[config.mk]
export PLATFORM = sky130hd
export DESIGN_NAME = ahb_arbiter
export DESIGN_NICKNAME = d
export VERILOG_FILES = /design/src/rtl/ahb_pkg.sv /design/src/rtl/ahb_rr_picker.sv /design/src/rtl/ahb_arbiter.sv
export SDC_FILE = /design/constraint.sdc
export NUM_CORES = 1
export LEC_CHECK = 0
export CORE_UTILIZATION = 54
export DETAILED_ROUTE_END_ITERATION = 7
export GPL_ROUTABILITY_DRIVEN = 0
export PLACE_DENSITY_LB_ADDON = 0.3
export SLEW_MARGIN = 20
export SYNTH_ARGS = -nofsm -noshare
export SYNTH_HDL_FRONTEND = slang
export SYNTH_SLANG_ARGS = --single-unit
[constraint.sdc]
create_clock -name HCLK -period 3 [get_ports HCLK]
set_input_delay 0.6 -clock HCLK [delete_from_list [all_inputs] [get_ports HCLK]]
set_output_delay 0.6 -clock HCLK [all_outputs]
set_load 0.05 [all_outputs]
[src/rtl/ahb_pkg.sv]
// Shared AHB encodings and arbiter state type for the bus-arbitration slice.
package ahb_pkg;

  typedef enum logic [1:0] {
    IDLE   = 2'b00,
    BUSY   = 2'b01,
    NONSEQ = 2'b10,
    SEQ    = 2'b11
  } htrans_t;

  typedef enum logic [2:0] {
    SINGLE = 3'd0,
    INCR   = 3'd1,
    WRAP4  = 3'd2,
    INCR4  = 3'd3,
    WRAP8  = 3'd4,
    INCR8  = 3'd5,
    WRAP16 = 3'd6,
    INCR16 = 3'd7
  } hburst_t;

  typedef enum logic [1:0] {
    ARB    = 2'd0,
    BURST  = 2'd1,
    LOCKED = 2'd2
  } arb_state_t;

  // Number of beats in a burst; 0 means undefined length (INCR).
  function automatic logic [4:0] burst_beats(hburst_t b);
    logic [4:0] n;
    n = 5'd1;
    case (b)
      SINGLE:         n = 5'd1;
      INCR:           n = 5'd0;
      WRAP4, INCR4:   n = 5'd4;
      WRAP8, INCR8:   n = 5'd8;
      WRAP16, INCR16: n = 5'd16;
      default:        n = 5'd1;
    endcase
    return n;
  endfunction

endpackage

[src/rtl/ahb_rr_picker.sv]
// Combinational round-robin picker: first requester after ptr wins, ptr itself last.
module ahb_rr_picker #(
  parameter int N = 4,
  parameter int W = 2
) (
  input  logic [N-1:0] req,
  input  logic [W-1:0] ptr,
  output logic [N-1:0] grant,
  output logic [W-1:0] idx,
  output logic         found
);

  logic [W-1:0] cand;

  always_comb begin
    grant = '0;
    idx   = '0;
    found = 1'b0;
    cand  = '0;
    for (int i = 1; i <= N; i++) begin
      cand = W'((int'(ptr) + i) % N);
      if (!found && req[cand]) begin
        found       = 1'b1;
        grant[cand] = 1'b1;
        idx         = cand;
      end
    end
  end

endmodule

[src/rtl/ahb_arbiter.sv]
// Round-robin AHB arbiter: grant is registered one cycle ahead of address-phase
// ownership (HMASTER) and is held across fixed-length bursts and locked sequences.
module ahb_arbiter
  import ahb_pkg::*;
#(
  parameter int NUM_MASTERS    = 4,
  parameter int DEFAULT_MASTER = 0,
  parameter int MW             = (NUM_MASTERS > 1) ? $clog2(NUM_MASTERS) : 1
) (
  input  logic                   HCLK,
  input  logic                   HRESETn,
  input  logic [NUM_MASTERS-1:0] HBUSREQ,
  input  logic [NUM_MASTERS-1:0] HLOCK,
  input  logic [1:0]             HTRANS,
  input  logic [2:0]             HBURST,
  input  logic                   HREADY,
  output logic [NUM_MASTERS-1:0] HGRANT,
  output logic [MW-1:0]          HMASTER,
  output logic                   HMASTLOCK
);

  localparam logic [NUM_MASTERS-1:0] DEF_GRANT  = NUM_MASTERS'(1) << DEFAULT_MASTER;
  localparam logic [MW-1:0]          DEF_MASTER = MW'(DEFAULT_MASTER);

  arb_state_t             state_q, state_d;
  logic [3:0]             cnt_q, cnt_d;
  logic [MW-1:0]          rr_ptr_q, rr_ptr_d;
  logic [NUM_MASTERS-1:0] grant_q, grant_d;
  logic [MW-1:0]          master_q, master_d;
  logic                   mastlock_q, mastlock_d;

  logic [NUM_MASTERS-1:0] pick_grant;
  logic [MW-1:0]          pick_idx;
  logic                   pick_found;

  htrans_t                trans;
  hburst_t                burst;
  logic [4:0]             beats;
  logic                   owner_lock;
  logic                   is_nonseq;
  logic                   is_seq;
  logic                   is_idle;
  logic                   fixed_burst;
  logic                   lock_pending;
  logic                   rearb;
  logic [MW-1:0]          grant_idx;

  ahb_rr_picker #(
    .N (NUM_MASTERS),
    .W (MW)
  ) u_picker (
    .req   (HBUSREQ),
    .ptr   (rr_ptr_q),
    .grant (pick_grant),
    .idx   (pick_idx),
    .found (pick_found)
  );

  assign trans       = htrans_t'(HTRANS);
  assign burst       = hburst_t'(HBURST);
  assign beats       = burst_beats(burst);
  assign owner_lock  = HLOCK[master_q];
  assign is_nonseq   = (trans == NONSEQ);
  assign is_seq      = (trans == SEQ);
  assign is_idle     = (trans == IDLE);
  assign fixed_burst = (beats >= 5'd4);

  // Lock requests take effect on the NONSEQ that starts them; once locked,
  // only dropping HLOCK of the owner releases it.
  assign lock_pending = (state_q == LOCKED) ? owner_lock : (owner_lock && is_nonseq);

  always_comb begin
    grant_idx = '0;
    for (int i = 0; i < NUM_MASTERS; i++) begin
      if (grant_q[i]) grant_idx = MW'(i);
    end
  end

  always_comb begin
    state_d    = state_q;
    cnt_d      = cnt_q;
    rr_ptr_d   = rr_ptr_q;
    grant_d    = grant_q;
    master_d   = master_q;
    mastlock_d = mastlock_q;
    rearb      = 1'b0;

    if (HREADY) begin
      master_d   = grant_idx;
      mastlock_d = lock_pending;

      case (state_q)
        ARB: begin
          if (owner_lock && is_nonseq) begin
            state_d           = LOCKED;
            grant_d           = '0;
            grant_d[master_q] = 1'b1;
          end else if (is_nonseq && fixed_burst) begin
            state_d = BURST;
            cnt_d   = 4'(beats - 5'd1);
          end else begin
            rearb = 1'b1;
          end
        end
        BURST: begin
          if (owner_lock && is_nonseq) begin
            state_d           = LOCKED;
            cnt_d             = '0;
            grant_d           = '0;
            grant_d[master_q] = 1'b1;
          end else if (is_idle || is_nonseq) begin
            state_d = ARB;
            cnt_d   = '0;
            rearb   = 1'b1;
          end else if (is_seq) begin
            if (cnt_q == 4'd1) begin
              // Last beat accepted: the next owner is chosen on this same edge.
              state_d = ARB;
              cnt_d   = '0;
              rearb   = 1'b1;
            end else begin
              cnt_d = cnt_q - 4'd1;
            end
          end
        end
        LOCKED: begin
          if (!owner_lock) begin
            state_d = ARB;
            rearb   = 1'b1;
          end
        end
        default: begin
          state_d = ARB;
          cnt_d   = '0;
        end
      endcase

      if (rearb) begin
        if (pick_found) begin
          grant_d  = pick_grant;
          rr_ptr_d = pick_idx;
        end else begin
          grant_d = DEF_GRANT;
        end
      end
    end
  end

  always_ff @(posedge HCLK) begin
    if (!HRESETn) begin
      state_q    <= ARB;
      cnt_q      <= '0;
      rr_ptr_q   <= DEF_MASTER;
      grant_q    <= DEF_GRANT;
      master_q   <= DEF_MASTER;
      mastlock_q <= 1'b0;
    end else begin
      state_q    <= state_d;
      cnt_q      <= cnt_d;
      rr_ptr_q   <= rr_ptr_d;
      grant_q    <= grant_d;
      master_q   <= master_d;
      mastlock_q <= mastlock_d;
    end
  end

  always_ff @(posedge HCLK) begin
    if (HRESETn) begin
      assert ($onehot(grant_q)) else $error("HGRANT is not one-hot: %b", grant_q);
    end
  end

  assign HGRANT    = grant_q;
  assign HMASTER   = master_q;
  assign HMASTLOCK = mastlock_q;

endmodule
## After elaboration in Yosys (flattened, before gate mapping)

Memory sizes are Yosys's and may differ from the RTL's.
Index checks and enable logic that the tools add are counted.

| operators by class | value |
|---|---|
| add/sub/neg operators | 6 |
| order comparisons | 11 |
| equality and inequality tests | 11 |
| mux-type cells | 64 |
| bitwise gates (word level) | 4 |
| reduce and logical (&&, ||, !) cells | 23 |

Operators with widths:

| kind | number |
|---|---|
| 4-bit 2-to-1 mux | 14 |
| 2-bit 2-to-1 mux | 13 |
| 1-bit 2-to-1 mux | 24 |
| 2-bit by 3-bit < comparator with 1-bit output (second input constant) | 5 |
| 4-bit bitwise OR | 3 |
| 4-bit one-hot mux with 3 select lines | 1 |
| 1-bit binary-select mux with 2-bit select | 5 |
| 1-bit demux with 2-bit select | 5 |
| 2-bit by 1-bit greater-or-equal comparator with 1-bit output (second input constant) | 5 |
| 1-bit logical AND | 10 |
| 5-bit AND reduction | 2 |
| 4-bit inequality test (second input constant) | 2 |
| 4-bit by 1-bit subtractor with 4-bit output (second input constant) | 2 |
| 2-bit == test (second input constant) | 3 |
| 2-bit inequality test (second input constant) | 3 |
| 2-bit one-hot mux with 3 select lines | 1 |
| 3-bit AND reduction | 2 |
| 5-bit by 3-bit greater-or-equal comparator with 1-bit output (second input constant) | 1 |
| 2-bit by 1-bit adder with 2-bit output (second input constant) | 2 |
| 2-bit adder (second input constant) | 2 |
| 4-bit by 1-bit == test with 1-bit output (second input constant) | 1 |
| 2-bit logical NOT | 2 |
| 2-bit nonzero test | 2 |
| 1-bit logical NOT | 3 |
| 6 further kinds | 6 |

| storage, ports and cells | value |
|---|---|
| bits in registers | 15 |
| bits in read-only memories | 32 |
| output and inout bits | 7 |
| word-level logic and storage cells | 126 |
| memories kept | 1 |

Memories:

| name | depth | bits a word | read ports | clocked after memory_dff | write ports | RTL line | source |
|---|---|---|---|---|---|---|---|
| (no name shown) | 8 | 4 | 1 | 0 | 0 | ahb_pkg.sv:32 | `case (b)` |

## Logic depth before layout (Yosys ltp)

Gate-level depths: netlist (run 1).

| logic depth | value |
|---|---|
| word-level depth | 15 |
| gate-level depth with buffers | 8 |
| mapped depth without buffers | 7 |

## By module

A second synthesis (run 1) with hierarchy kept.

| unflattened totals | value |
|---|---|
| cell total of the unflattened synthesis | 196 |
| area total of the unflattened synthesis | 1552.7 µm² |

By module, submodules not included:

| module | instances | cells an instance | area each (µm²) | seq. area each (µm²) |
|---|---|---|---|---|
| ahb_arbiter | 1 | 128 | 1027.2 | 300.3 |
| ahb_rr_picker | 1 | 68 | 525.5 | 0.0 |

## Least setup slack after synthesis (run 1)

OpenSTA, ideal clock, no wires.

| timing | value |
|---|---|
| kind | register to register |
| from | reg master_q[0] (netlist: HMASTER[0]) |
| to | reg grant_q[0] (netlist: HGRANT[0]) |
| arrival time | 2.226 ns |
| slack | 0.652 ns |
| cell stages (with the launch flop) | 6 |
| buffers on the path | 0 |
| cells stage by stage | dfxtp_1 > mux4_2 > a211o_4 > o21ai_4 > o21ai_2 > a221o_1 |

| between the ends | value |
|---|---|
| longest elaborated chain between the ends | 8 |

RTL lines:

| what | RTL line | source |
|---|---|---|
| from (decl) | ahb_arbiter.sv:29 | `logic [MW-1:0] master_q, master_d;` |
| from (signal assigned) | ahb_arbiter.sv:162 | `master_q <= master_d;` |
| 1-bit binary-select mux with 2-bit select | ahb_arbiter.sv:62 | `assign owner_lock = HLOCK[master_q];` |
| 1-bit 2-to-1 mux (not written as such) | ahb_arbiter.sv:62 |  |
| 1-bit logical AND | ahb_arbiter.sv:94, ahb_arbiter.sv:106 |  |
| 1-bit 2-to-1 mux, on equally long branches | ahb_arbiter.sv:106, ahb_arbiter.sv:94 |  |
| 1-bit one-hot mux with 3 select lines | ahb_arbiter.sv:92 | `case (state_q)` |
| 1-bit 2-to-1 mux | ahb_arbiter.sv:88 | `if (HREADY) begin` |
| 2-bit nonzero test (no line) | - |  |
| 3-bit AND reduction (no line) | - |  |
| to (signal assigned) | ahb_arbiter.sv:161 | `grant_q <= grant_d;` |
| to (decl) | ahb_arbiter.sv:28 | `logic [NUM_MASTERS-1:0] grant_q, grant_d;` |

Several ways; a longest one is shown, not always the timed one. The select of a mux whose other input is x is not followed.
A chain may end at the register's enable or synchronous reset.

## Worst setup path in the final report (run 1)

| timing | value |
|---|---|
| from | reg rr_ptr_q[0] |
| to | reg grant_q[1] (netlist: HGRANT[1]) |

| between the ends | value |
|---|---|
| longest elaborated chain between the ends | 15 |

RTL lines:

| what | RTL line | source |
|---|---|---|
| from (decl) | ahb_arbiter.sv:27 | `logic [MW-1:0] rr_ptr_q, rr_ptr_d;` |
| from (signal assigned) | ahb_arbiter.sv:160 | `rr_ptr_q <= rr_ptr_d;` |
| parallel branches: the longest is 13 deep, another holds 2-bit by 3-bit < comparator with 1-bit output | - |  |
| 4-bit 2-to-1 mux * | ahb_arbiter.sv:139 | `if (pick_found) begin` |
| 4-bit 2-to-1 mux * | ahb_arbiter.sv:138 | `if (rearb) begin` |

Every way passes the cells marked *. The select of a mux whose other input is x is not followed.

==> results of run 1 <==
[cell families after synthesis]
| kind of cell | synth area share |
|---|---|
| AO/OA/AOI/OAI | 0.2895 |
| multiplexers | 0.09030 |
| adder cells (fa/ha/maj) | 0.09283 |
| buffers and inverters | 0.04980 |
| flip-flops | 0.2025 |
| XOR/XNOR | 0.005908 |
| AND/OR/NAND/NOR | 0.2692 |
[layout make-up]
cell class,count,share of cell area
clock inverter,1,0.002853
timing repair buffer,25,0.1384
multi-input combinational,148,0.6320
sequential,15,0.1712
tap,30,0.02140
inverter,10,0.02140
clock buffer,3,0.01284
[metal layers]
layer | GRT usage | share of wire | up-vias
met5 | 0 | 0 | -
met4 | 0.1239 | 0.023 | 0
met3 | 0.04722 | 0.046 | 10
met2 | 0.4411 | 0.49 | 49
met1 | 0.3155 | 0.44 | 696
li1 | - | - | 719
[where the power goes]
group	leakage [uW]	internal, uW	switching [uW]
clock	0.0000177	49.7	72.2
sequential	0.000123	218	31.2
combinational	0.000488	165	200
total	0.000629	433	303
[worst reg2reg max path, delay by kind of cell, from the launching register on]
kind	cells	cell delay (ns)
buf+inv	1	0.27
mux	1	0.41
flops	1	0.72
simple gates	2	0.32
fa+ha+maj	1	0.45
compound gates	2	0.44
[cells in the final DEF (no fill, tap or decap), types with 4 or more instances in the layout]
cell type / n
sky130_fd_sc_hd__clkdlybuf4s50_1: 22
sky130_fd_sc_hd__nand2_1: 16
sky130_fd_sc_hd__dfxtp_1: 15
sky130_fd_sc_hd__nor2_1: 14
sky130_fd_sc_hd__ha_1: 11
sky130_fd_sc_hd__inv_1: 10
sky130_fd_sc_hd__o21ai_0: 8
sky130_fd_sc_hd__nand2b_1: 7
sky130_fd_sc_hd__o211ai_1: 7
sky130_fd_sc_hd__a21oi_1: 7
sky130_fd_sc_hd__mux4_2: 5
sky130_fd_sc_hd__nor2b_1: 5
sky130_fd_sc_hd__nand3b_1: 5
sky130_fd_sc_hd__nor3_1: 4
[state kept, by name (all words and copies together), names as in the netlist]
name       cells
HGRANT         4
cnt_q          4
HMASTLOCK      1
state_q        2
rr_ptr_q       2
HMASTER        2
[metrics by stage]
stage	instance area [um2]	setup slack [ns]	instances
3_5_place_dp	1727	0.3792	228
3_3_place_gp	1727	0.4536	228
2_1_floorplan	1483	0.6523	181
5_1_grt	1754	0.1236	232
6_report	1754	0.3240	232
4_1_cts	1754	0.3283	232
[final timing paths]
check	from	endpoint	depth (start not counted)
worst max-delay path	rr_ptr_q[0]	HGRANT[1]	7
worst min-delay path	HMASTLOCK	HMASTLOCK	2
worst max register to register	rr_ptr_q[0]	HGRANT[1]	7
worst min register to register	HMASTLOCK	HMASTLOCK	2
==> flow_results.xml, run 1 <==
<?xml version="1.0" encoding="UTF-8"?>
<metrics>
  <group name="global_routing">
    <metric name="wire_length_of_the_first_global_routing_pass" unit="um">5526</metric>
    <metric name="grt_util_all_layers" unit="">0.2608</metric>
    <metric name="pin_count_of_the_biggest_net_entering_global_routing" unit="">19</metric>
    <metric name="first_global_vias" unit="">1276</metric>
    <metric name="grt_remaining_overflow" unit="">0</metric>
    <metric name="antenna_found_initial" unit="">0</metric>
  </group>
  <group name="cts">
    <metric name="cts_buffers" unit="">3</metric>
    <metric name="clock_tree.root_cell" unit="">sky130_fd_sc_hd__clkbuf_4</metric>
    <metric name="cts_hold_buffers" unit="">0</metric>
    <metric name="cts.sinks" unit="">15</metric>
    <metric name="number_of_resized_instances_in_the_post_cts_repair_step" unit="">0</metric>
    <metric name="worstSkewPairLatency" unit="ns">0.30</metric>
    <metric name="post_cts.repair.setup_buffers" unit="">0</metric>
    <metric name="worst_setup_hold_path_clk_slew" unit="ns">0.11</metric>
    <metric name="cts_tree" unit="">done</metric>
    <metric name="clk_path_buf_depth" unit="">2</metric>
    <metric name="htree_num_levels" unit="">1</metric>
  </group>
  <group name="sta">
    <metric name="final-setup-viol-count" unit="">0</metric>
    <metric name="timing.hold.ws" unit="ns">0.4894</metric>
    <metric name="setup-tns-final" unit="ns">0</metric>
    <metric name="worst_clock_skew" unit="ns">0.01754</metric>
    <metric name="number_of_hold_violations_in_the_final_report" unit="">0</metric>
    <metric name="tightest_slew" unit="ns">0.5993</metric>
    <metric name="finalCritPeriodShare" unit="">0.8920</metric>
    <metric name="final-max-slew-violation-count" unit="">0</metric>
    <metric name="timing.max_slew.rel_slack" unit="">0.5999</metric>
    <metric name="rsz0062_at_grt" unit="">no</metric>
    <metric name="layout_min_cycle_time" unit="ns">2.676</metric>
    <metric name="max_freq" unit="MHz">373.7</metric>
  </group>
  <group name="synthesis">
    <metric name="async_s_r_ff_share_synth" unit="">0</metric>
    <metric name="top_cells_by_instance_count_after_synthesis" unit="">sky130_fd_sc_hd__nand2_1, sky130_fd_sc_hd__dfxtp_1, sky130_fd_sc_hd__nor2_1</metric>
    <metric name="leading_cell_type_by_number_of_instances_after_synthesis" unit="">sky130_fd_sc_hd__nand2_1</metric>
    <metric name="synth.ff_latch_count" unit="">15</metric>
    <metric name="syn-instance-count" unit="">181</metric>
    <metric name="seq_area_frac_synth" unit="">0.2025</metric>
    <metric name="average_instance_area_after_synthesis" unit="um2">8.192</metric>
    <metric name="top_ff_cell_synth" unit="">sky130_fd_sc_hd__dfxtp_1</metric>
    <metric name="post-synth-top-area-fraction" unit="">0.2025</metric>
    <metric name="ys_types" unit="">50</metric>
    <metric name="synth_enable_flop_cells" unit="">0</metric>
    <metric name="syn-num-nets" unit="">208</metric>
    <metric name="biggest_area_consumer_among_synthesized_cells" unit="">sky130_fd_sc_hd__dfxtp_1</metric>
    <metric name="syn_area" unit="um2">1483</metric>
    <metric name="synth_area_leaders" unit="">sky130_fd_sc_hd__dfxtp_1, sky130_fd_sc_hd__ha_1, sky130_fd_sc_hd__mux4_2, sky130_fd_sc_hd__nand2_1, sky130_fd_sc_hd__nor2_1</metric>
    <metric name="yosysWarnings" unit="">0</metric>
  </group>
  <group name="power">
    <metric name="p_per_area" unit="nW/um2">419.7</metric>
    <metric name="vdd_drop_max" unit="mV">0.3367</metric>
    <metric name="static-leakage-power" unit="uW">0.0006291</metric>
    <metric name="finalPower" unit="uW">736.2</metric>
  </group>
  <group name="run_status">
    <metric name="status" unit="">complete, no violations</metric>
  </group>
  <group name="floorplan">
    <metric name="floorplan.die_area" unit="um2">2959</metric>
    <metric name="die_w" unit="um">54.40</metric>
    <metric name="floorplan.die.height" unit="um">54.40</metric>
    <metric name="core_area" unit="um2">2545</metric>
    <metric name="ios" unit="">23</metric>
    <metric name="floorplan.initialDensity" unit="">0.5826</metric>
    <metric name="fp-row-count" unit="">18</metric>
  </group>
  <group name="drt">
    <metric name="drc_errors" unit="">0</metric>
    <metric name="dr_wl_cell" unit="um">15.65</metric>
    <metric name="drt.antenna.violating_nets" unit="">0</metric>
    <metric name="drt-pass1-iter-count" unit="">4</metric>
    <metric name="drt_wl_total" unit="um">3630</metric>
    <metric name="vias_per_inst" unit="">6.353</metric>
    <metric name="dr_total_vias" unit="">1474</metric>
    <metric name="drt_iter0_markers" unit="">67</metric>
  </group>
  <group name="finish">
    <metric name="insertedDiodeCount" unit="">0</metric>
    <metric name="final_layout_size_suffix_gt1_frac" unit="">0.1188</metric>
    <metric name="regArea" unit="um2">300.3</metric>
    <metric name="postLayoutCoreUtil" unit="">0.6893</metric>
    <metric name="fillerInstances" unit="">210</metric>
    <metric name="finalNetCount" unit="">230</metric>
    <metric name="layout-area-overhead-vs-synth" unit="%">18.31</metric>
    <metric name="area_used_by_multi_input_combinational_logic" unit="um2">1109</metric>
  </group>
  <group name="critical_path">
    <metric name="critical_path.cell_chain" unit="">inv_1 &gt; ha_1 &gt; mux4_2 &gt; nor2b_1 &gt; a21bo_2 &gt; nand4_1 &gt; o2111a_1</metric>
    <metric name="crit_buf_inv" unit="">1</metric>
    <metric name="worst_path_cell_with_the_longest_stage_delay" unit="">sky130_fd_sc_hd__dfxtp_1</metric>
    <metric name="worstSetupPathType" unit="">flip-flop to flip-flop</metric>
    <metric name="timing.critical_path.max_delay_family" unit="">flip-flops</metric>
    <metric name="critical_path_arrival" unit="ns">2.91</metric>
    <metric name="r2r_setup_slack" unit="ns">0.32</metric>
    <metric name="worst-endpoint-required" unit="ns">3.23</metric>
    <metric name="worstSetupStartpointType" unit="">flip-flop</metric>
    <metric name="critical_path.max_fanout" unit="">15</metric>
    <metric name="peak_per_stage_delay_on_the_critical_path" unit="ns">0.72</metric>
    <metric name="critical_path_capture_point_type" unit="">flip-flop</metric>
  </group>
  <group name="flow_run">
    <metric name="cap_viol_max_count" unit="">0</metric>
  </group>
  <group name="hold_path">
    <metric name="min_path_type" unit="">flip-flop to flip-flop</metric>
  </group>
  <group name="placement">
    <metric name="number_of_input_and_output_port_buffers_inserted" unit="">22</metric>
    <metric name="detailed_place_hpwl" unit="um">2765</metric>
  </group>
</metrics>
Power figures use the tool's default switching activity.
==> run 2: changes to the inputs <==
- CORE_UTILIZATION: 54 -> 45
- HOLD_SLACK_MARGIN: unset -> 0.06
==> flow_results.xml, run 2 (synthesized netlist as in run 1, its figures left out) <==
<?xml version="1.0" encoding="UTF-8"?>
<metrics>
  <group name="sta">
    <metric name="timing.max_slew.rel_slack" unit="">0.6648</metric>
    <metric name="final-setup-viol-count" unit="">0</metric>
    <metric name="max_freq" unit="MHz">429.2</metric>
    <metric name="finalCritPeriodShare" unit="">0.7767</metric>
    <metric name="final-max-slew-violation-count" unit="">0</metric>
    <metric name="setup-tns-final" unit="ns">0</metric>
    <metric name="rsz0062_at_grt" unit="">no</metric>
    <metric name="layout_min_cycle_time" unit="ns">2.330</metric>
    <metric name="number_of_hold_violations_in_the_final_report" unit="">0</metric>
    <metric name="timing.hold.ws" unit="ns">0.4772</metric>
    <metric name="tightest_slew" unit="ns">0.5012</metric>
    <metric name="worst_clock_skew" unit="ns">0.006813</metric>
  </group>
  <group name="global_routing">
    <metric name="first_global_vias" unit="">1313</metric>
    <metric name="grt_util_all_layers" unit="">0.2175</metric>
    <metric name="antenna_found_initial" unit="">0</metric>
    <metric name="pin_count_of_the_biggest_net_entering_global_routing" unit="">15</metric>
    <metric name="grt_remaining_overflow" unit="">0</metric>
    <metric name="wire_length_of_the_first_global_routing_pass" unit="um">5851</metric>
  </group>
  <group name="floorplan">
    <metric name="core_area" unit="um2">3078</metric>
    <metric name="die_w" unit="um">59.40</metric>
    <metric name="floorplan.initialDensity" unit="">0.4817</metric>
    <metric name="floorplan.die.height" unit="um">59.40</metric>
    <metric name="fp-row-count" unit="">20</metric>
    <metric name="floorplan.die_area" unit="um2">3528</metric>
    <metric name="ios" unit="">23</metric>
  </group>
  <group name="cts">
    <metric name="htree_num_levels" unit="">1</metric>
    <metric name="clock_tree.root_cell" unit="">sky130_fd_sc_hd__clkbuf_4</metric>
    <metric name="cts_tree" unit="">done</metric>
    <metric name="cts_hold_buffers" unit="">0</metric>
    <metric name="clk_path_buf_depth" unit="">2</metric>
    <metric name="worst_setup_hold_path_clk_slew" unit="ns">0.09</metric>
    <metric name="cts.sinks" unit="">15</metric>
    <metric name="cts_buffers" unit="">3</metric>
    <metric name="worstSkewPairLatency" unit="ns">0.28</metric>
    <metric name="number_of_resized_instances_in_the_post_cts_repair_step" unit="">0</metric>
    <metric name="post_cts.repair.setup_buffers" unit="">0</metric>
  </group>
  <group name="critical_path">
    <metric name="r2r-start" unit="">HMASTER[0]</metric>
    <metric name="worst-endpoint-required" unit="ns">3.18</metric>
    <metric name="cp-startpoint" unit="">HBUSREQ[2]</metric>
    <metric name="critical_path.max_fanout" unit="">12</metric>
    <metric name="worstSetupPathType" unit="">input port to flip-flop</metric>
    <metric name="r2r_end" unit="">HGRANT[0]</metric>
    <metric name="endpoint" unit="">HGRANT[0]</metric>
    <metric name="worstSetupStartpointType" unit="">input port</metric>
    <metric name="r2r_setup_slack" unit="ns">0.88</metric>
    <metric name="critical_path_arrival" unit="ns">2.51</metric>
    <metric name="critical_path_capture_point_type" unit="">flip-flop</metric>
    <metric name="worst_r2r_path_depth" unit="">5</metric>
  </group>
  <group name="power">
    <metric name="p_switching" unit="uW">292.1</metric>
    <metric name="finalPower" unit="uW">729.9</metric>
    <metric name="vdd_drop_max" unit="mV">0.1812</metric>
    <metric name="power.share.clock" unit="">0.161</metric>
    <metric name="switching_share" unit="">0.4002</metric>
    <metric name="share_comb_of_total_power" unit="">0.516</metric>
    <metric name="static-leakage-power" unit="uW">0.0006316</metric>
    <metric name="power_frac_seq" unit="">0.323</metric>
    <metric name="p_per_area" unit="nW/um2">410.5</metric>
    <metric name="internal_power" unit="uW">437.8</metric>
  </group>
  <group name="drt">
    <metric name="dr_wl_cell" unit="um">14.49</metric>
    <metric name="drt-pass1-iter-count" unit="">5</metric>
    <metric name="drt.antenna.violating_nets" unit="">0</metric>
    <metric name="dr_total_vias" unit="">1455</metric>
    <metric name="drt_iter0_markers" unit="">86</metric>
    <metric name="drt_wl_total" unit="um">3579</metric>
    <metric name="drc_errors" unit="">0</metric>
    <metric name="vias_per_inst" unit="">5.891</metric>
  </group>
  <group name="hold_path">
    <metric name="min_path_type" unit="">flip-flop to flip-flop</metric>
  </group>
  <group name="finish">
    <metric name="layout-area-overhead-vs-synth" unit="%">19.92</metric>
    <metric name="final_layout_size_suffix_gt1_frac" unit="">0.1182</metric>
    <metric name="fillerInstances" unit="">311</metric>
    <metric name="finish.cell_count_without_fillers" unit="">247</metric>
    <metric name="insertedDiodeCount" unit="">0</metric>
    <metric name="most-common-layout-cells" unit="">sky130_fd_sc_hd__clkdlybuf4s50_1, sky130_fd_sc_hd__nand2_1, sky130_fd_sc_hd__dfxtp_1</metric>
    <metric name="most_common_cell_after_layout_fill_and_taps_aside" unit="">sky130_fd_sc_hd__clkdlybuf4s50_1</metric>
    <metric name="postLayoutCoreUtil" unit="">0.5776</metric>
    <metric name="finalNetCount" unit="">231</metric>
  </group>
  <group name="run_status">
    <metric name="status" unit="">complete, no violations</metric>
  </group>
  <group name="placement">
    <metric name="placed_cells" unit="">243</metric>
    <metric name="number_of_input_and_output_port_buffers_inserted" unit="">22</metric>
    <metric name="detailed_place_hpwl" unit="um">2809</metric>
  </group>
  <group name="flow_run">
    <metric name="cap_viol_max_count" unit="">0</metric>
  </group>
</metrics>
run 2: changes by cell type in the layout (fill, tap and decap cells not counted), sizes merged:
cell / change
buf: +1
clkbuf: +1
clkinv: -1
run 2: per-layer routing:
metal / share of wire / vias to the layer above / track usage
li1: - / 724 / -
met1: 0.44 / 687 / 0.2641
met2: 0.51 / 40 / 0.4013
met3: 0.037 / 4 / 0.02620
met4: 0.011 / 0 / 0.05442
met5: 0 / - / 0
run 2: worst min path at each step:
| stage | start | depth (start not counted) | slack [ns] | to |
|---|---|---|---|---|
| floorplan | cnt_q[1] | 2 | 0.47 | cnt_q[1] |
| global placement | HMASTLOCK | 2 | 0.46 | HMASTLOCK |
| detailed placement | HMASTLOCK | 2 | 0.46 | HMASTLOCK |
| CTS | HMASTLOCK | 2 | 0.48 | HMASTLOCK |
| global route | HMASTLOCK | 2 | 0.50 | HMASTLOCK |
| finish | HMASTLOCK | 2 | 0.48 | HMASTLOCK |
run 2: stage by stage:
step	instance area (um2)	setup WS (ns)
after floorplan	1483	0.6523
after global placement	1752	0.4500
after detailed placement	1752	0.3954
after CTS	1778	0.6993
after global routing	1778	0.6332
final	1778	0.6698
run 2: cell type report:
cell class | instances | area [um2] | area share
Multi-Input combinational cell | 148 | 1109 | 0.6235
Sequential cell | 15 | 300.3 | 0.1689
Timing Repair Buffer | 26 | 250.2 | 0.1407
Tap cell | 44 | 55.05 | 0.03096
Inverter | 10 | 37.54 | 0.02111
Clock buffer | 4 | 26.28 | 0.01478
run 2: critical path, cell delays in order:
cell	delay [ns]
sky130_fd_sc_hd__clkdlybuf4s50_1	0.58
sky130_fd_sc_hd__mux4_2	0.62
sky130_fd_sc_hd__nand2_1	0.12
sky130_fd_sc_hd__o21a_1	0.15
sky130_fd_sc_hd__o221ai_1	0.12
sky130_fd_sc_hd__a221o_1	0.32
run 2: power groups by stage:
stage / Sequential (uW) / Clock [uW] / Combinational [uW]
finish: 236 / 118 / 376
global route: 239 / 130 / 411
CTS: 235 / 120 / 376
detailed placement: 240 / 0 / 374
global placement: 239 / 0 / 360
floorplan: 275 / 0 / 238
==> run 3: changes to the inputs <==
- clock period: 3 -> 2.1 ns (I/O delays scaled with it)
==> flow_results.xml, run 3 (synthesized netlist as in run 1, its figures left out) <==
<?xml version="1.0" encoding="UTF-8"?>
<metrics>
  <group name="cts">
    <metric name="cts.sinks" unit="">15</metric>
    <metric name="worstSkewPairLatency" unit="ns">0.28</metric>
    <metric name="clk_path_buf_depth" unit="">2</metric>
    <metric name="htree_num_levels" unit="">1</metric>
    <metric name="cts_hold_buffers" unit="">0</metric>
    <metric name="cts_tree" unit="">done</metric>
    <metric name="clock_tree.root_cell" unit="">sky130_fd_sc_hd__clkbuf_4</metric>
    <metric name="worst_setup_hold_path_clk_slew" unit="ns">0.10</metric>
    <metric name="cts_buffers" unit="">3</metric>
  </group>
  <group name="drt">
    <metric name="dr_total_vias" unit="">1575</metric>
    <metric name="drc_errors" unit="">0</metric>
    <metric name="dr_wl_cell" unit="um">14.01</metric>
    <metric name="drt.antenna.violating_nets" unit="">0</metric>
    <metric name="drt_wl_total" unit="um">3867</metric>
    <metric name="vias_per_inst" unit="">5.707</metric>
    <metric name="drt_iter0_markers" unit="">100</metric>
    <metric name="drt-pass1-iter-count" unit="">4</metric>
  </group>
  <group name="finish">
    <metric name="most-common-layout-cells" unit="">sky130_fd_sc_hd__buf_4, sky130_fd_sc_hd__nand2_1, sky130_fd_sc_hd__clkdlybuf4s50_1</metric>
    <metric name="insertedDiodeCount" unit="">0</metric>
    <metric name="layout-area-overhead-vs-synth" unit="%">37.55</metric>
    <metric name="final_layout_size_suffix_gt1_frac" unit="">0.2586</metric>
    <metric name="most_common_cell_after_layout_fill_and_taps_aside" unit="">sky130_fd_sc_hd__buf_4</metric>
    <metric name="final_cell_area" unit="um2">2039</metric>
    <metric name="finalNetCount" unit="">260</metric>
  </group>
  <group name="global_routing">
    <metric name="wire_length_of_the_first_global_routing_pass" unit="um">6451</metric>
    <metric name="pin_count_of_the_biggest_net_entering_global_routing" unit="">19</metric>
    <metric name="antenna_found_initial" unit="">0</metric>
    <metric name="grt_remaining_overflow" unit="">0</metric>
    <metric name="first_global_vias" unit="">1568</metric>
    <metric name="grt_util_all_layers" unit="">0.2327</metric>
  </group>
  <group name="critical_path">
    <metric name="peak_per_stage_delay_on_the_critical_path" unit="ns">0.53</metric>
    <metric name="critical_path.cell_chain" unit="">mux4_2 &gt; buf_4 &gt; buf_4 &gt; and3b_2 &gt; o21bai_2 &gt; o211ai_1 &gt; o31ai_1</metric>
    <metric name="critical_path_capture_point_type" unit="">flip-flop</metric>
    <metric name="worstSetupPathType" unit="">flip-flop to flip-flop</metric>
    <metric name="critical_path.most_common_cell" unit="">sky130_fd_sc_hd__buf_4</metric>
    <metric name="timing.critical_path.max_delay_family" unit="">multiplexers</metric>
    <metric name="critical_path_arrival" unit="ns">2.20</metric>
    <metric name="worst-endpoint-required" unit="ns">2.27</metric>
    <metric name="worstSetupStartpointType" unit="">flip-flop</metric>
    <metric name="critical_path.max_fanout" unit="">8</metric>
    <metric name="crit_buf_inv" unit="">2</metric>
    <metric name="worst_path_cell_with_the_longest_stage_delay" unit="">sky130_fd_sc_hd__mux4_2</metric>
  </group>
  <group name="sta">
    <metric name="max_freq" unit="MHz">492.7</metric>
    <metric name="number_of_hold_violations_in_the_final_report" unit="">0</metric>
    <metric name="worst_clock_skew" unit="ns">0.003377</metric>
    <metric name="timing.max_slew.rel_slack" unit="">0.6674</metric>
    <metric name="finalCritPeriodShare" unit="">0.9664</metric>
    <metric name="layout_min_cycle_time" unit="ns">2.030</metric>
    <metric name="tightest_slew" unit="ns">0.4974</metric>
    <metric name="rsz0062_at_grt" unit="">no</metric>
    <metric name="final-max-slew-violation-count" unit="">0</metric>
    <metric name="postLayoutSetupSlackWorst" unit="ns">0.07046</metric>
    <metric name="final-setup-viol-count" unit="">0</metric>
  </group>
  <group name="floorplan">
    <metric name="core_area" unit="um2">3078</metric>
    <metric name="ios" unit="">23</metric>
    <metric name="die_w" unit="um">59.40</metric>
    <metric name="floorplan.initialDensity" unit="">0.4817</metric>
    <metric name="fp-row-count" unit="">20</metric>
    <metric name="floorplan.die.height" unit="um">59.40</metric>
    <metric name="floorplan.die_area" unit="um2">3528</metric>
  </group>
  <group name="run_status">
    <metric name="status" unit="">complete, no violations</metric>
  </group>
  <group name="power">
    <metric name="static-leakage-power" unit="uW">0.0008389</metric>
    <metric name="finalPower" unit="uW">1135</metric>
    <metric name="vdd_drop_max" unit="mV">0.2891</metric>
    <metric name="p_per_area" unit="nW/um2">556.5</metric>
  </group>
  <group name="placement">
    <metric name="number_of_input_and_output_port_buffers_inserted" unit="">22</metric>
    <metric name="pre_cts_ws" unit="ns">-0.2516</metric>
    <metric name="placement.cell_area" unit="um2">1968</metric>
    <metric name="detailed_place_hpwl" unit="um">3039</metric>
  </group>
  <group name="hold_path">
    <metric name="min_path_type" unit="">flip-flop to flip-flop</metric>
  </group>
  <group name="flow_run">
    <metric name="cap_viol_max_count" unit="">0</metric>
  </group>
</metrics>
-- run 3: through the flow --
step,TNS (ns),utilization,std cells,hold slack (ns)
after floorplan,0,-,181,0.4743
after global placement,-1.540,0.6394,271,0.4546
after detailed placement,-1.974,0.6394,271,0.4674
after CTS,0,0.6480,275,0.4826
after global routing,0,0.6626,276,0.4987
final,0,0.6626,276,0.4793
-- run 3: final timing paths --
check / slack (ns) / from / to / cells after the start
max: 0.07 / HMASTER[0] / cnt_q[3] / 7
min: 0.48 / rr_ptr_q[0] / rr_ptr_q[0] / 2
max reg2reg: 0.07 / HMASTER[0] / cnt_q[3] / 7
min reg2reg: 0.48 / rr_ptr_q[0] / rr_ptr_q[0] / 2
-- run 3: area by class of cell --
type | instances | area, um2
repair buffers | 55 | 489.2
inverters | 10 | 37.54
well taps | 44 | 55.05
fillers | 269 | 1039
flip-flops and latches | 15 | 307.8
clock buffers | 4 | 26.28
multi-input cells | 148 | 1124
-- run 3: tightest hold or removal path, delay by kind of cell, from the launching register on --
kind	cells	cell delay [ns]
DFF	1	0.34
muxes	1	0.06
and+or+nand+nor	1	0.05
-- run 3: power breakdown --
part,internal (uW),leakage [uW],switching [uW]
clock,73.5,0.0000150,97.8
sequential,313,0.000125,27.5
combinational,309,0.000699,314
-- run 3: timing repair --
item                                    in CTS  in global routing
endpoints found under the setup margin       0                  5
setup buffers                                0                  1
gates resized for setup                      0                 12
-- run 3: layer usage --
layer,vias up,share of wire,track usage
met2,54,0.52,0.4286
met1,733,0.43,0.2790
li1,782,-,-
met5,-,0,0
met4,0,0.012,0.08844
met3,6,0.043,0.01528
